==> src/rtl/speed_search.sv <==
// Bisection search for the launch speed whose computed ground range lands within
// TOL of a target distance, driving an external range stage through a speed/ctrl/range_rdy handshake.
module speed_search #(
  parameter logic [31:0] SPEED_MAX = 32'd100000,
  parameter logic [31:0] TOL       = 32'd50,
  parameter int unsigned MAX_ITER  = 40,
  parameter int unsigned TIMEOUT   = 1024
) (
  input  logic        clk,
  input  logic        rst_n,
  input  logic        start,
  input  logic [31:0] target,
  output logic [31:0] speed,
  output logic        ctrl,
  input  logic [31:0] range_in,
  input  logic        range_rdy,
  output logic [31:0] best_speed,
  output logic        busy,
  output logic        done,
  output logic        hit,
  output logic        fail,
  output logic        err
);

  localparam int unsigned IW = $clog2(MAX_ITER + 1);
  localparam int unsigned TW = (TIMEOUT > 1) ? $clog2(TIMEOUT) : 1;

  typedef enum logic [2:0] {
    S_IDLE  = 3'd0,
    S_ISSUE = 3'd1,
    S_WAIT  = 3'd2,
    S_EVAL  = 3'd3,
    S_FIN   = 3'd4
  } state_t;

  state_t        r_state;
  logic [31:0]   r_target;
  logic [31:0]   r_range;
  logic [32:0]   r_lo;
  logic [31:0]   r_hi;
  logic [IW-1:0] r_iter;
  logic [TW-1:0] r_tcnt;
  logic [31:0]   r_speed;
  logic          r_ctrl;
  logic [31:0]   r_best;
  logic          r_busy;
  logic          r_done;
  logic          r_hit;
  logic          r_fail;
  logic          r_err;

  logic          w_range_ge;
  logic [32:0]   w_err;
  logic          w_within;
  logic          w_first;
  logic [IW-1:0] w_iter_nx;
  logic [32:0]   w_lo_nx;
  logic [31:0]   w_hi_nx;
  logic [32:0]   w_sum;
  logic [31:0]   w_mid;
  logic          w_exhaust;

  assign speed      = r_speed;
  assign ctrl       = r_ctrl;
  assign best_speed = r_best;
  assign busy       = r_busy;
  assign done       = r_done;
  assign hit        = r_hit;
  assign fail       = r_fail;
  assign err        = r_err;

  // Evaluation of the probe currently held in r_speed against the captured target
  assign w_range_ge = (r_range >= r_target);
  assign w_err      = w_range_ge ? ({1'b0, r_range} - {1'b0, r_target})
                                 : ({1'b0, r_target} - {1'b0, r_range});
  assign w_within   = (w_err <= {1'b0, TOL});
  assign w_first    = (r_iter == '0);
  assign w_iter_nx  = r_iter + IW'(1);

  // Window update; the first probe at SPEED_MAX leaves the full window in place
  always_comb begin
    w_lo_nx = r_lo;
    w_hi_nx = r_hi;
    if (!w_first && !w_within) begin
      if (!w_range_ge) w_lo_nx = {1'b0, r_speed} + 33'd1;
      else             w_hi_nx = r_speed - 32'd1;
    end
  end

  assign w_sum     = {1'b0, w_lo_nx[31:0]} + {1'b0, w_hi_nx};
  assign w_mid     = 32'(w_sum >> 1);
  assign w_exhaust = (w_lo_nx > {1'b0, w_hi_nx}) || (w_iter_nx == IW'(MAX_ITER));

  always_ff @(posedge clk or negedge rst_n) begin
    if (!rst_n) begin
      r_state  <= S_IDLE;
      r_target <= '0;
      r_range  <= '0;
      r_lo     <= '0;
      r_hi     <= '0;
      r_iter   <= '0;
      r_tcnt   <= '0;
      r_speed  <= '0;
      r_ctrl   <= 1'b0;
      r_best   <= '0;
      r_busy   <= 1'b0;
      r_done   <= 1'b0;
      r_hit    <= 1'b0;
      r_fail   <= 1'b0;
      r_err    <= 1'b0;
    end else begin
      case (r_state)
        S_IDLE: begin
          if (start) begin
            r_target <= target;
            r_lo     <= '0;
            r_hi     <= SPEED_MAX;
            r_iter   <= '0;
            r_hit    <= 1'b0;
            r_fail   <= 1'b0;
            r_err    <= 1'b0;
            r_busy   <= 1'b1;
            r_speed  <= SPEED_MAX;
            r_ctrl   <= 1'b1;
            r_state  <= S_ISSUE;
          end
        end

        S_ISSUE: begin
          r_ctrl  <= 1'b0;
          r_tcnt  <= '0;
          r_state <= S_WAIT;
        end

        // Timeout is checked first so a range_rdy on the expiring edge is dropped
        S_WAIT: begin
          if (r_tcnt == TW'(TIMEOUT - 1)) begin
            r_err   <= 1'b1;
            r_done  <= 1'b1;
            r_state <= S_FIN;
          end else if (range_rdy) begin
            r_range <= range_in;
            r_state <= S_EVAL;
          end else begin
            r_tcnt <= r_tcnt + TW'(1);
          end
        end

        S_EVAL: begin
          r_iter <= w_iter_nx;
          r_lo   <= w_lo_nx;
          r_hi   <= w_hi_nx;
          if (w_first) begin
            r_best <= SPEED_MAX;
            if (!w_range_ge && !w_within) begin
              r_fail  <= 1'b1;
              r_done  <= 1'b1;
              r_state <= S_FIN;
            end else if (w_exhaust) begin
              r_done  <= 1'b1;
              r_state <= S_FIN;
            end else begin
              r_speed <= w_mid;
              r_ctrl  <= 1'b1;
              r_state <= S_ISSUE;
            end
          end else if (w_within) begin
            r_best  <= r_speed;
            r_hit   <= 1'b1;
            r_done  <= 1'b1;
            r_state <= S_FIN;
          end else begin
            if (w_range_ge) r_best <= r_speed;
            if ((w_range_ge && (r_speed == '0)) || w_exhaust) begin
              r_done  <= 1'b1;
              r_state <= S_FIN;
            end else begin
              r_speed <= w_mid;
              r_ctrl  <= 1'b1;
              r_state <= S_ISSUE;
            end
          end
        end

        S_FIN: begin
          r_done  <= 1'b0;
          r_busy  <= 1'b0;
          r_state <= S_IDLE;
        end

        default: begin
          r_ctrl  <= 1'b0;
          r_done  <= 1'b0;
          r_busy  <= 1'b0;
          r_state <= S_IDLE;
        end
      endcase
    end
  end

endmodule

==> config.mk <==
export PLATFORM = sky130hd
export DESIGN_NAME = speed_search
export DESIGN_NICKNAME = d
export VERILOG_FILES = /design/src/rtl/speed_search.sv
export SDC_FILE = /design/constraint.sdc
export NUM_CORES = 1
export LEC_CHECK = 0
export CELL_PAD_IN_SITES_DETAIL_PLACEMENT = 0
export CELL_PAD_IN_SITES_GLOBAL_PLACEMENT = 2
export CORE_UTILIZATION = 30
export CTS_CLUSTER_DIAMETER = 100
export DETAILED_ROUTE_END_ITERATION = 7
export MAX_ROUTING_LAYER = met4
export PLACE_DENSITY = 0.78
export SLEW_MARGIN = 20
export SYNTH_ARGS = -nofsm -noshare
export SYNTH_HDL_FRONTEND = slang
export SYNTH_SLANG_ARGS = --single-unit
==> constraint.sdc <==
create_clock -name clk -period 8.5 [get_ports clk]
set_input_delay 1.7 -clock clk [delete_from_list [all_inputs] [get_ports clk]]
set_output_delay 1.7 -clock clk [all_outputs]
set_load 0.01 [all_outputs]
==> metrics.csv <==
stage,metric,value,unit
placement,pre-CTS WS,0.147,ns
cells_and_area,"commonest non-fill, non-tap cell in the layout",nand2_1,
worst_hold_path,Min-Delay Path Class,register to register,
worst_setup_path,Worst Setup SP,r_target[6],
cells_and_area,most frequent cells in the layout,"306 x nand2_1, 218 x dfrtp_1, 185 x o21ai_0",
worst_hold_path,hold_sp,best_speed[4],
floorplan,die height,237,µm
timing,fmax,127,MHz
timing,max-slew violation count,0,
timing,Setup Skew,0.0170,ns
synthesis,Post-Syn Nets,2217,
global_route,GRT Resource Usage Total,19.7,%
worst_setup_path,"most used cell, CP",a21oi_1,
routing,final WL,54.4,mm
worst_setup_path,WP data arrival,8.35,ns
placement,dpl cells,2753,
synthesis,ys flop type,dfrtp_1,
cells_and_area,Layout fillers,5586,
cells_and_area,nets@finish,2299,
clocking,clk buf depth,3,
synthesis,syn_area_per_cell,8.26,µm²
cells_and_area,Multi-input gate area,10200,µm²
synthesis,sequential area share after synthesis,32.8,%
timing,Rel. slew slack,28.5,%
cells_and_area,P&R area growth vs syn,18.5,%
timing,setup TNS,0,ns
cells_and_area,ant diodes,0,
synthesis,Post-Syn Instances,2012,
synthesis,Synth cell types,79,
worst_setup_path,Crit. End Element,register,
clocking,H-tree depth,1,
timing,Final min period,7.88,ns
timing,"Setup violations, final",0,
synthesis,number of synthesized flops with an enable pin,0,
global_route,initial antenna violation count,1,
placement,gp weighted congestion,0.870,
worst_setup_path,WP data required,8.97,ns
routing,WL/cell,19.3,µm
synthesis,Ys Warns,0,
routing,DR iter-0 viols,801,
timing,Slew @ Worst Pin,1.07,ns
timing,Fin. Hold Viols,0,
routing,DRT Pass-1 Iters,7,
clocking,clock slew at reported path FFs,0.06,ns
placement,port buffer count,137,
worst_setup_path,r2r setup slk,0.62,ns
synthesis,"flops & latches, synth",218,
global_route,first-pass GRT wire length,84.9,mm
floorplan,full die area,56400,µm²
cells_and_area,final non-filler cell total,2813,
routing,Routed Antenna Nets,0,
routing,via count,14400,
clocking,CTS tree,yes,
cells_and_area,FF+latch area,5460,µm²
floorplan,chip width,237,µm
worst_setup_path,CP Class,register to register,
global_route,number of global-route vias before repair,14500,
routing,# DRC,0,
timing,setup ws final,0.623,ns
global_route,grt ovf,0,
cells_and_area,layout cells sized above 1,8.97,%
worst_setup_path,"Max FO, Critical Path",13,
floorplan,Core Rows,85,
floorplan,number of top-level pins,138,
worst_setup_path,"slowest stage cell, crit path",a41oi_1,
clocking,CTS Hold Bufs,0,
worst_setup_path,startpoint types,register,
worst_setup_path,RR Startpoint,r_target[6],
synthesis,fraction of registers with async set/reset,100,%
floorplan,Initial Util,30.7,%
routing,DR vias/cell,5.13,
job,max cap viols,0,
timing,fin crit share,92.7,%
clocking,Root Buffer,clkbuf_16,
placement,DPL Wire Length,39.9,mm
clocking,CTS buffer count,30,
clocking,clock sink count,218,
timing,RSZ-0062 raised after global routing,false,
worst_setup_path,max incr delay on CP,0.54,ns
floorplan,core area,54200,µm²
synthesis,Synth Cell Area,16600,µm²
global_route,largest net degree at the start of global routing,129,
run_status,status,"finished, final reports clean",
clocking,clk_lat worst skew,0.59,ns
## final cells by class
cell class	count	area share (%)
multi-input cells	1537	51.8
flip-flops and latches	218	27.7
repair buffers	173	8.55
well taps	696	4.42
clock buffers	43	4.41
inverters	134	2.55
clock inverters	12	0.559
## per-stage QoR
stage | utilization [%] | area [µm²] | hold WS (ns)
after detailed placement | 34.3 | 18600 | 0.470
after global routing | 36.3 | 19700 | 0.499
after global placement | 34.3 | 18600 | 0.463
after CTS | 36.1 | 19600 | 0.482
final | 36.3 | 19700 | 0.476
after floorplan | - | 16600 | 0.450
## cell usage after synthesis, types with 15 or more instances
master / number / area [µm²]
a21o_1: 36 / 270
a21oi_1: 123 / 616
a22o_1: 33 / 289
and3_1: 25 / 156
buf_2: 24 / 120
clkbuf_1: 82 / 308
dfrtp_1: 218 / 5460
ha_1: 134 / 1680
inv_1: 134 / 503
mux2_2: 61 / 687
mux2i_1: 37 / 370
nand2_1: 307 / 1150
nand3_1: 48 / 240
nand4_1: 27 / 169
nor2_1: 155 / 582
nor3_1: 22 / 110
nor4_1: 17 / 106
o21ai_0: 186 / 931
o21bai_1: 15 / 113
xnor2_1: 75 / 657
xor2_1: 46 / 403
## state kept, by name, summed over array words and instances, names as in the netlist, 3 cells and up
register,flops
r_hi,32
r_range,32
r_lo,33
speed,32
r_tcnt,10
best_speed,32
r_state,3
r_iter,6
r_target,32
## per-layer routing
metal | wire length, µm | vias to the layer above | GRT usage (%)
met2 | 25900 | 282 | 32.4
met3 | 2010 | 79 | 2.47
met4 | 1570 | 0 | 5.63
li1 | - | 7100 | -
met5 | 0 | - | -
met1 | 24900 | 6974 | 25.3
## kinds of logic after synthesis
family / after synthesis / synth area share (%)
AND/OR/NAND/NOR: 670 / 18.3
adder cells (fa/ha/maj): 137 / 10.4
multiplexers: 99 / 6.43
flip-flops: 218 / 32.8
XOR/XNOR: 121 / 6.37
AO/OA/AOI/OAI: 510 / 19.2
buffers and inverters: 257 / 6.46
## path summary, 6_finish.rpt
kind / endpoint / cells past startpoint
hold / removal: best_speed[4] / 2
hold reg to reg: best_speed[4] / 2
max in group asynchronous: r_lo[23] / 2
setup / recovery: speed[29] / 31
setup reg to reg: speed[29] / 31
min in group asynchronous: r_range[12] / 1
## worst max-delay path, delay by kind of cell, from the launching register on
family	cells	cell delay [ns]
mux	1	0.09
fa+ha+maj	3	1.09
compound gates	14	3.33
simple gates	10	2.62
flops	1	0.35
buf+inv	2	0.13
xor+xnor	1	0.14
## what timing repair did
| item | CTS | global route |
|---|---|---|
| setup buffers | 0 | 5 |
| endpoints found under the setup margin | 0 | 35 |
| resized for setup | 0 | 21 |
Power is left out: the tool's default activity adds up to more than one toggle a clock period on the data nets, which glitch-free logic cannot reach.
==> variant 1: new RTL, config.mk and constraints unchanged <==
Set the parameter `MAX_ITER` to 80 (it was 40).
--- a/src/rtl/speed_search.sv
+++ b/src/rtl/speed_search.sv
@@ -3,7 +3,7 @@
 module speed_search #(
   parameter logic [31:0] SPEED_MAX = 32'd100000,
   parameter logic [31:0] TOL       = 32'd50,
-  parameter int unsigned MAX_ITER  = 40,
+  parameter int unsigned MAX_ITER  = 80,
   parameter int unsigned TIMEOUT   = 1024
 ) (
   input  logic        clk,
Formal check against the unedited RTL: same outputs for any inputs over 4 cycles, from zero or initial values and one cycle with rst_n low; that may be too few to reach the edited logic, so the function may still have changed.
==> variant 1 against the unedited design <==
Area after synthesis grew 2.5%. Final area grew 2.5%. Wire length grew 2.4%. Worst setup slack lost 0.024 ns. Sequential cell count grew 1.
==> variant 1: results <==
[critical_path]
reg2regPathDepth = 32
r2r-start = "r_target[0]"
crit_arrival_ns = 8.38
rrSetupSlack_ns = 0.60
cp_slowest_cell = "a2111oi_2"
critPathMaxFanout = 14
critical-path-max-stage-delay_ns = 0.46

[place]
dp_hpwl_um = 40890
pre_cts_ws_ns = 0.1226
gp_congestion = 0.9126

[clocking]
clk_pin_slew_ns = 0.06
clock_latency_ns = 0.61

[logic_synthesis]
synth_common_cells = "dfrtp_1, nand2_1, nor2_1"
synth_compound_area_frac = 0.1898
synth_area_leaders = "dfrtp_1, ha_1, mux2_2"
synth_fa_ha_area_frac = 0.1019
yosysWarnings = 0
yosysSeqAreaShare = 0.3216
synth_cell_types = 89
synthXorXnorAreaFrac = 0.06167
synth_edf_count = 0
synthesis.nets = 2163

[global_route]
grt_pass1_wl_um = 88020
grt_start_max_net_pins = 125
grt_antenna_before_repair = 0
track_usage = 0.2001

[hold_path]
whs_path_depth = 1
min_to = "best_speed[24]"
hold_path.startpoint = "best_speed[24]"

[route]
vias = 14620
dr.pass1.iters = 5
drt-total-wl_um = 55710
drt_iter0_drc = 727

[timing]
fin_crit_sh = 0.9295
maxSlewHeadroom = 0.3770
skew_ns = 0.03183

[cells_and_area]
nFillCells = 5725
drive_above_1_share = 0.1086

[power_and_ir_drop]
p_clk_frac = 0.152
p_total_uw = 8563

[status]
status = "completed"
[variant 1: cell type report]
type	count	area, um^2	share of cell area
Multi-Input combinational cell	1472	10510	0.5204
Sequential cell	219	5480	0.2713
Timing Repair Buffer	182	1730	0.08567
Tap cell	748	935.9	0.04633
Clock buffer	46	910.9	0.04509
Inverter	138	518.0	0.02564
Clock inverter	6	112.6	0.005575
[variant 1: stage by stage]
| stage | utilization | cells | hold WS, ns | instance area [um^2] |
|---|---|---|---|---|
| 6_report | 0.3631 | 2811 | 0.4709 | 20200 |
| 4_1_cts | 0.3621 | 2811 | 0.4781 | 20150 |
| 2_1_floorplan | - | 1958 | 0.4496 | 17040 |
| 5_1_grt | 0.3631 | 2811 | 0.4817 | 20200 |
| 3_3_place_gp | 0.3437 | 2759 | 0.4590 | 19120 |
| 3_5_place_dp | 0.3437 | 2759 | 0.4651 | 19120 |
[variant 1: per-layer routing]
| layer | vias up | GRT usage | wire, um |
|---|---|---|---|
| met1 | 7264 | 0.2657 | 26360 |
| met4 | 0 | 0.04130 | 896 |
| li1 | 7039 | - | - |
| met3 | 50 | 0.01906 | 2115 |
| met2 | 268 | 0.3298 | 26340 |
| met5 | - | - | 0 |
[variant 1: how the worst max path moves through the flow]
stage,from,end,cells after the start
final,r_target[0],speed[29],32
after global routing,r_target[0],speed[31],32
after CTS,r_target[0],speed[29],32
after detailed placement,r_target[0],speed[29],32
after global placement,r_target[0],speed[29],32
after floorplan,r_target[1],speed[28],31
[variant 1: worst reg2reg max path, delay by kind of cell, from the launching register on]
kind            cells  cell delay [ns]
compound gates     18             4.26
xor+xnor            1             0.15
mux                 1             0.09
flops               1             0.38
simple gates        5             1.15
fa+ha+maj           4             1.33
buf+inv             3             0.41
==> variant 2: new RTL, config.mk and constraints unchanged <==
Without the edit above. Add an input register stage for `target`; this delays it by one clock. The other inputs are not delayed to match.
--- a/src/rtl/speed_search.sv
+++ b/src/rtl/speed_search.sv
@@ -33,6 +33,16 @@
     S_FIN   = 3'd4
   } state_t;
 
+  logic [31:0] target_q;
+
+  always_ff @(posedge clk or negedge rst_n) begin
+    if (!rst_n) begin
+      target_q <= '0;
+    end else begin
+      target_q <= target;
+    end
+  end
+
   state_t        r_state;
   logic [31:0]   r_target;
   logic [31:0]   r_range;
@@ -112,7 +122,7 @@
       case (r_state)
         S_IDLE: begin
           if (start) begin
-            r_target <= target;
+            r_target <= target_q;
             r_lo     <= '0;
             r_hi     <= SPEED_MAX;
             r_iter   <= '0;
Check against the original RTL: no difference found for any inputs over 4 cycles, from zero or initial values and one cycle with rst_n low; that may be too few to reach the edited logic, so the function may still have changed.
==> variant 2 against the unedited design <==
Hold slack got worse by 0.025 ns. Area after synthesis rose by 5.8%. Worst setup slack got worse by 0.18 ns. Final area rose by 5.9%. Wire length rose by 0.34%. Sequential cell count rose by 32. Largest cell class unchanged. Highest routed layer unchanged.
==> variant 2: results <==
[logic_synthesis]
netlist_instances = 1923
synth_common_cells = "dfrtp_1, nand2_1, inv_1"
synthesis.nets = 2128
yosysSeqAreaShare = 0.3557
synth_cell_types = 90
synth_compound_area_frac = 0.1900
synthXorXnorAreaFrac = 0.06274
synth_fa_ha_area_frac = 0.09874

[critical_path]
crit_arrival_ns = 8.52
critPathMaxFanout = 11
reg2regPathDepth = 30
r2r-start = "r_range[24]"

[hold_path]
min_to = "r_target[17]"
hold_path.startpoint = "target_q[17]"

[route]
dr.pass1.iters = 5
drt_iter0_drc = 884
wl_per_cell_um = 19.45
drt-total-wl_um = 54570

[global_route]
track_usage = 0.1867
grt_pass1_wl_um = 86080
grt_pass1_vias = 14740

[status]
status = "completed"

[timing]
skew_ns = 0.03125
tightest_slew_ns = 0.9746

[cells_and_area]
drive_above_1_share = 0.1049
final_nets = 2221
nFillCells = 5911

[place]
dp_hpwl_um = 39710
dp_cells = 2743
gp_congestion = 0.9140

[clocking]
cts_buffers = 31
[variant 2: tightest hold or removal path: stages (launching register included)]
cell and delay (ns):
dfrtp_1 0.32, nand2_1 0.04, o21ai_0 0.06
[variant 2: worst max path at each step]
stage	slack (ns)	start	endpoint
global route	0.02	r_range[24]	speed[27]
global placement	0.39	r_target[20]	speed[27]
finish	0.44	r_range[24]	speed[27]
CTS	0.15	r_target[20]	speed[25]
detailed placement	0.25	r_target[20]	speed[25]
floorplan	1.40	r_range[0]	speed[27]
[variant 2: report_power, final]
| part | internal, uW | switching, uW |
|---|---|---|
| clock | 835 | 555 |
| combinational | 2590 | 3960 |
| sequential | 1500 | 365 |
| total | 4920 | 4880 |
[variant 2: repair_timing]
action,4_1_cts,5_1_grt
gates resized for setup,0,5
endpoints found under the setup margin,0,36
hold endpoints to repair,0,0
buffers inserted,0,4
[variant 2: per-layer routing]
metal	vias up	routed length, um	track usage
li1	6905	-	-
met2	296	26500	0.3143
met1	7131	25290	0.2454
met3	52	1897	0.01778
met4	0	879	0.03162
met5	-	0	-
[variant 2: final cells by class]
class | instances | area (um^2) | share of cell area
multi-input cells | 1413 | 10310 | 0.4942
flip-flops and latches | 250 | 6256 | 0.2998
repair buffers | 180 | 1749 | 0.08382
well taps | 765 | 957.2 | 0.04587
clock buffers | 40 | 859.6 | 0.04119
inverters | 140 | 525.5 | 0.02518
clock inverters | 18 | 209.0 | 0.01001
[variant 2: logic make-up after synthesis]
group           Yosys count
buf+inv                 261
xor+xnor                126
fa+ha+maj               137
compound gates          488
simple gates            517
flops                   250
mux                     144
[variant 2: per-stage QoR]
stage / hold slack (ns) / total power (uW) / cell area, um^2 / setup WS (ns) / utilization
after floorplan: 0.4257 / 6363 / 17590 / 1.402 / -
after global placement: 0.4414 / 8333 / 19740 / 0.3893 / 0.3414
after detailed placement: 0.4415 / 8314 / 19740 / 0.2523 / 0.3414
after CTS: 0.4560 / 9773 / 20810 / 0.1542 / 0.3599
after global routing: 0.4770 / 10580 / 20870 / 0.01501 / 0.3610
final: 0.4509 / 9802 / 20870 / 0.4389 / 0.3610
